## src/rtl/mips.sv

```systemverilog
// Single-cycle MIPS-32 core: fetch, execute and commit one instruction per clk; no delay slot.
// Build with MIPS_INT_EN defined to enable CP0 (SR/Cause/EPC), the external interrupt and mfc0/mtc0/eret.
module mips (
    input  logic        clk,
    input  logic        reset,
    input  logic        interrupt,
    output logic [31:0] macroscopic_pc,
    output logic [31:0] i_inst_addr,
    input  logic [31:0] i_inst_rdata,
    output logic [31:0] m_data_addr,
    input  logic [31:0] m_data_rdata,
    output logic [31:0] m_data_wdata,
    output logic [3:0]  m_data_byteen,
    output logic [31:0] m_inst_addr,
    output logic        w_grf_we,
    output logic [4:0]  w_grf_addr,
    output logic [31:0] w_grf_wdata,
    output logic [31:0] w_inst_addr
);
    localparam logic [31:0] RESET_PC = 32'h0000_3000;
    localparam logic [31:0] EXC_PC   = 32'h0000_4180;

    logic [31:0] pc, pc_plus4, br_next, pc_next;
    logic [31:0] grf [32];
    logic [5:0]  op, funct;
    logic [4:0]  rs, rt, rd, shamt;
    logic [15:0] imm, lane_h;
    logic [7:0]  lane_b;
    logic [31:0] rs_val, rt_val, imm_s, sum, cp0_rdata, eret_pc;
    logic        we_raw, is_mtc0, is_eret, take_int, eret_go;
    logic [4:0]  waddr;
    logic [31:0] wdata, st_data;
    logic [3:0]  be_raw;

    assign op    = i_inst_rdata[31:26];
    assign rs    = i_inst_rdata[25:21];
    assign rt    = i_inst_rdata[20:16];
    assign rd    = i_inst_rdata[15:11];
    assign shamt = i_inst_rdata[10:6];
    assign funct = i_inst_rdata[5:0];
    assign imm   = i_inst_rdata[15:0];

    assign rs_val   = (rs == 5'd0) ? 32'd0 : grf[rs];
    assign rt_val   = (rt == 5'd0) ? 32'd0 : grf[rt];
    assign imm_s    = {{16{imm[15]}}, imm};
    assign sum      = rs_val + imm_s;
    assign pc_plus4 = pc + 32'd4;
    assign lane_h   = sum[1] ? m_data_rdata[31:16] : m_data_rdata[15:0];
    assign lane_b   = m_data_rdata[{sum[1:0], 3'b000} +: 8];

    always_comb begin
        br_next = pc_plus4;
        we_raw  = 1'b0;
        waddr   = rt;
        wdata   = 32'd0;
        be_raw  = 4'b0000;
        st_data = rt_val;
        is_mtc0 = 1'b0;
        is_eret = 1'b0;
        case (op)
            6'h00: begin
                waddr = rd;
                case (funct)
                    6'h21: begin we_raw = 1'b1; wdata = rs_val + rt_val; end
                    6'h23: begin we_raw = 1'b1; wdata = rs_val - rt_val; end
                    6'h24: begin we_raw = 1'b1; wdata = rs_val & rt_val; end
                    6'h25: begin we_raw = 1'b1; wdata = rs_val | rt_val; end
                    6'h2a: begin we_raw = 1'b1; wdata = {31'd0, $signed(rs_val) < $signed(rt_val)}; end
                    6'h00: begin we_raw = 1'b1; wdata = rt_val << shamt; end
                    6'h08: br_next = rs_val;
                    default: ;
                endcase
            end
            6'h0d: begin we_raw = 1'b1; wdata = rs_val | {16'd0, imm}; end
            6'h09: begin we_raw = 1'b1; wdata = sum; end
            6'h0f: begin we_raw = 1'b1; wdata = {imm, 16'd0}; end
            6'h04: if (rs_val == rt_val) br_next = pc_plus4 + {imm_s[29:0], 2'b00};
            6'h05: if (rs_val != rt_val) br_next = pc_plus4 + {imm_s[29:0], 2'b00};
            6'h02: br_next = {pc[31:28], i_inst_rdata[25:0], 2'b00};
            6'h03: begin
                br_next = {pc[31:28], i_inst_rdata[25:0], 2'b00};
                we_raw  = 1'b1;
                waddr   = 5'd31;
                wdata   = pc_plus4;
            end
            6'h23: begin we_raw = 1'b1; wdata = m_data_rdata; end
            6'h21: begin we_raw = 1'b1; wdata = {{16{lane_h[15]}}, lane_h}; end
            6'h20: begin we_raw = 1'b1; wdata = {{24{lane_b[7]}}, lane_b}; end
            6'h2b: be_raw = 4'b1111;
            6'h29: begin
                be_raw  = sum[1] ? 4'b1100 : 4'b0011;
                st_data = {2{rt_val[15:0]}};
            end
            6'h28: begin
                be_raw  = 4'b0001 << sum[1:0];
                st_data = {4{rt_val[7:0]}};
            end
            6'h10: begin
                if (rs == 5'd0) begin
                    we_raw = 1'b1;
                    wdata  = cp0_rdata;
                end else if (rs == 5'd4) begin
                    is_mtc0 = 1'b1;
                end else if (rs == 5'h10 && funct == 6'h18) begin
                    is_eret = 1'b1;
                end
            end
            default: ;
        endcase
    end

`ifdef MIPS_INT_EN
    logic [31:0] sr, epc;
    localparam logic [31:0] SR_MASK = 32'h0000_FC03;

    assign take_int = interrupt & sr[10] & sr[0] & ~sr[1];
    assign eret_go  = is_eret;
    assign eret_pc  = epc;

    always_comb begin
        case (rd)
            5'd12:   cp0_rdata = sr;
            5'd13:   cp0_rdata = {21'd0, interrupt, 10'd0};
            5'd14:   cp0_rdata = epc;
            default: cp0_rdata = 32'd0;
        endcase
    end

    always_ff @(posedge clk) begin
        if (reset) begin
            sr  <= 32'd0;
            epc <= 32'd0;
        end else if (take_int) begin
            epc   <= pc;
            sr[1] <= 1'b1;
        end else if (is_eret) begin
            sr[1] <= 1'b0;
        end else if (is_mtc0) begin
            if (rd == 5'd12) sr <= rt_val & SR_MASK;
            else if (rd == 5'd14) epc <= {rt_val[31:2], 2'b00};
        end
    end
`else
    // CP0 absent: the interrupt line and mtc0/eret decodes are tied off, mfc0 returns 0.
    assign take_int  = interrupt & 1'b0;
    assign eret_go   = (is_eret | is_mtc0) & 1'b0;
    assign eret_pc   = 32'd0;
    assign cp0_rdata = 32'd0;
`endif

    assign pc_next = take_int ? EXC_PC : (eret_go ? eret_pc : br_next);

    assign macroscopic_pc = pc;
    assign i_inst_addr    = pc;
    assign m_inst_addr    = pc;
    assign w_inst_addr    = pc;
    assign m_data_addr    = sum;
    assign m_data_wdata   = st_data;
    assign m_data_byteen  = (reset | take_int) ? 4'b0000 : be_raw;
    assign w_grf_we       = we_raw & (waddr != 5'd0) & ~reset & ~take_int;
    assign w_grf_addr     = waddr;
    assign w_grf_wdata    = wdata;

    always_ff @(posedge clk) begin
        if (reset) begin
            pc <= RESET_PC;
            for (int i = 0; i < 32; i++) grf[i] <= 32'd0;
        end else begin
            pc <= pc_next;
            if (w_grf_we) grf[waddr] <= wdata;
        end
    end
endmodule

```

## config.mk

```make
export PLATFORM = sky130hd
export DESIGN_NAME = mips
export DESIGN_NICKNAME = d
export VERILOG_FILES = /design/src/rtl/mips.sv
export SDC_FILE = /design/constraint.sdc
export NUM_CORES = 2
export LEC_CHECK = 0
export ABC_CLOCK_PERIOD_IN_PS = 10800
export BUFFER_PORTS_ARGS = -buffer_cell sky130_fd_sc_hd__buf_2
export CAP_MARGIN = 20
export CORE_ASPECT_RATIO = 0.9
export CORE_UTILIZATION = 37
export CTS_CLUSTER_SIZE = 30
export DETAILED_ROUTE_END_ITERATION = 8
export SLEW_MARGIN = 30
export SYNTH_ARGS = -nofsm -noshare
export SYNTH_HDL_FRONTEND = slang
export SYNTH_SLANG_ARGS = --single-unit
```

## constraint.sdc

```tcl
create_clock -name clk -period 10.8 [get_ports clk]
set_input_delay 1.08 -clock clk [delete_from_list [all_inputs] [get_ports clk]]
set_output_delay 1.08 -clock clk [all_outputs]
set_load 0.02 [all_outputs]
```

==> key figures <==
Critical path
  • CP startpoint: i_inst_rdata[17]
  • Slowest Stage Delay on Critical Path: 0.82 ns
  • Crit-path slowest cell: nand3b_1
  • Register-to-Register Path Depth: 20
  • Crit path kind: in2out
  • Max Fanout on Critical Path: 26
  • Startpoint types: primary input
  • CP cell instances: buf_4 > nand3b_1 > buf_4 > o22a_1 > nand4_1 > nand2_1 > nor2_1 > inv_1 > ha_1 > nor3_1 > nor2b_1 > o31ai_1 > a211oi_1 > o221ai_1 > a2111o_1 > nand2_1 > and4_1 > mux2_2 > a211oi_4 > nand2_1 > buf_2
  • Reg2reg start: grf[23][16]
  • Reg2reg setup slack: ~3.3 ns
  • Worst R2R End: grf[8][28]
  • Termination of the worst setup path: w_grf_wdata[31]
  • Crit path DAT: 8.69 ns
  • CP required: 9.72 ns
  • Crit path top cell by count: nand2_1
  • CP endpoint kind: output port

Route
  • Average wire per standard cell: 34.2 µm
  • WL final: around 290 mm
  • DRT Pass-1 Iters: 8
  • Metal2 WL: 127 mm
  • Vias: 55400
  • DRT antenna net count: 0
  • DRT iter0 DRCs: 8336
  • Met3 wire length: 43.2 mm
  • Via density: 6.47
  • DR top layer: met5
  • Met1 wire length: around 110 mm
  • Drt drc: 0

Finish
  • Multi-input logic area: roughly 0.033 mm²
  • Final net count: 6295
  • Synth-to-Final Area Change: 11.5%
  • Seq. cell area: 0.0314 mm²
  • Share of cells above drive strength 1: 21.6%
  • Fill count: 17000
  • Layout Utilization: 41.6%

Clock network
  • Htree depth: 3
  • Hold Buf Count CTS: 0
  • Post-CTS Setup Inserts: 0
  • Reg clk slew, reported paths: approximately 0.060 ns
  • CTS Buf Count: 110
  • Sink Count: 1056
  • Clk_lat worst skew: 0.81 ns
  • CTS max path bufs: 3
  • CTS tree: done
  • CTS Root Cell: clkbuf_16
  • Cts repair resizes: 0

Pwr
  • Pleak: 27.2 nW
  • PwrDens: 150 mW/mm²
  • Max VDD drop: roughly 0.15 mV

Timing
  • Max frequency: just over 100 MHz
  • Clock Skew: 0.0952 ns
  • Rel. slew slack: 17.7%
  • Final setup vio count: 0
  • Slew @ Worst Pin: 1.23 ns
  • Final period utilization: 90.5%
  • RSZ-0062 raised after global routing: false
  • Minimum clock period: 9.77 ns
  • Post-route setup TNS: 0 ns
  • Hold Violations, Final: 0
  • Max Slew Vio Count: 0

Die
  • Die area: approximately 0.18 mm²
  • FP Rows: between 100 and 150
  • Starting density of the core: 37.3%
  • Num ports: 301
  • Die W: between 400 and 500 µm
  • Chip height: 407 µm
  • Placeable Area: roughly 0.18 mm²

Placement
  • Post-DP HPWL: 203 mm
  • Placer Congestion: 0.995
  • Port bufs: 299

Yosys
  • Yosys top cell area share: a little under half
  • Post-synthesis cell type count: about 100
  • EDFF count, synth: 1024
  • Syn_area_per_cell: approximately 11 µm²
  • Seq cells post-synth: 1056
  • Top FF cell, synth: edfxtp_1
  • Yosys warnings: 0
  • Area leader, netlist: edfxtp_1
  • Synthesized instance count: between 5000 and 6000
  • Async SR Flop Fraction: 0%
  • Largest cells by area after synthesis: edfxtp_1 46%, mux4_2 14%, nor2_1 6.6%
  • Sequential-to-total area share from yosys stat: a little under half
  • Synthesized cell area: 0.0676 mm²

GRT
  • Vias in the first global route: 52100
  • Largest net degree at the start of global routing: 110
  • GRT Overall Usage: 30.9%
  • First-pass GRT wire length: between 400 and 500 mm
  • Initial antenna violation count: 15
  • Gr ovfl total: 0

Job
  • Max-Cap Viols: 0

Run status
  • Outcome: finished, final reports clean

Min path
  • Worst min path class: reg2reg
-- per-stage QoR --
step / power (mW) / hold WS (ns) / cells / setup WS (ns) / area (µm²)
6_report: 11.3 / 0.645 / 8553 / 1.03 / 75300
5_1_grt: 11.6 / 0.662 / 8551 / 0.953 / 75300
4_1_cts: 11.2 / 0.634 / 8548 / 1.19 / 75300
3_5_place_dp: 7.38 / 0.627 / 8342 / 1.21 / 71600
3_3_place_gp: 7.37 / 0.609 / 8339 / 1.25 / 71600
2_1_floorplan: 6.35 / 0.594 / 6003 / 1.97 / 67700
-- metal layers --
metal | GRT usage [%] | vias up
met5 | 0 | -
met4 | 13.5 | 8
met3 | 10.2 | 740
met2 | 46.2 | 4256
met1 | 40.6 | 27700
li1 | - | 22700
-- synthesized netlist by cell type (82+ instances only) --
library cell,number
inv_1,174
clkbuf_1,320
ha_1,169
buf_4,139
o22ai_1,82
o21ai_0,145
nor2_1,1193
mux2i_1,274
edfxtp_1,1024
a21oi_1,275
xnor2_1,89
nand3_1,98
buf_2,109
mux4_2,411
nand2_1,289
-- logic make-up after synthesis --
group	share of synthesized area [%]
other cells	0.00555
flops	46.5
buf+inv	5.82
compound gates	12.2
simple gates	12.1
xor+xnor	1.59
mux	18.6
fa+ha+maj	3.22
-- flip-flops by register name, indices dropped and copies added (netlist names) --
name / flops
grf: 1024
i_inst_addr: 32
-- placed cells by master (no fill, tap or decap), types with 31 or more instances in the layout --
master / Yosys / routed
a22o_1: 41 / 41
mux2_2: 49 / 49
nand4_1: 48 / 48
xnor2_1: 89 / 89
a211oi_1: 53 / 48
mux4_2: 411 / 411
mux2i_1: 274 / 274
o211ai_1: 32 / 32
edfxtp_1: 1024 / 1024
clkinv_1: 3 / 31
a22oi_1: 69 / 69
inv_1: 174 / 174
a21o_1: 40 / 40
a221oi_1: 74 / 68
buf_4: 139 / 264
clkbuf_16: 0 / 111
xor2_1: 34 / 34
a21oi_1: 275 / 272
o21bai_1: 33 / 33
nor2_1: 1193 / 1182
o22ai_1: 82 / 78
buf_2: 109 / 293
o21ai_0: 145 / 143
nand3_1: 98 / 96
nor3_1: 65 / 60
o221ai_1: 61 / 61
conb_1: 1 / 32
ha_1: 169 / 169
nand2_1: 289 / 287
dfxtp_1: 32 / 32
-- critical path: cells and delay by family --
kind	cells	cell delay, ns
compound gates	6	2.13
fa+ha+maj	1	0.42
buf+inv	4	1.37
mux	1	0.36
simple gates	9	3.25
-- power breakdown --
part	switching, mW	internal (mW)	leakage (nW)
clock network	1.77	2.14	1.75
registers	0.0827	4.63	10.8
logic	1.81	0.855	14.7
total	3.67	7.62	27.2
-- how the worst min path moves through the flow --
stage,startpoint,endpoint,slack [ns],cells past startpoint
floorplan,i_inst_addr[1],i_inst_addr[1],0.59,2
global placement,i_inst_addr[1],i_inst_addr[1],0.61,2
detailed placement,i_inst_addr[1],i_inst_addr[1],0.63,2
CTS,reset,i_inst_addr[14],0.63,2
global route,reset,i_inst_addr[14],0.66,2
finish,i_inst_addr[31],i_inst_addr[31],0.64,2
-- area by class of cell --
class                      instances  area share, %
multi-input combinational       4139           43.8
sequential                      1056           41.7
timing repair buffer             568           4.83
tap                             2400           3.99
clock buffer                     126           3.76
clock inverter                    80           1.07
inverter                         181          0.902
antenna                            3        0.00997
No activity file was read; power rests on OpenSTA's default activity.
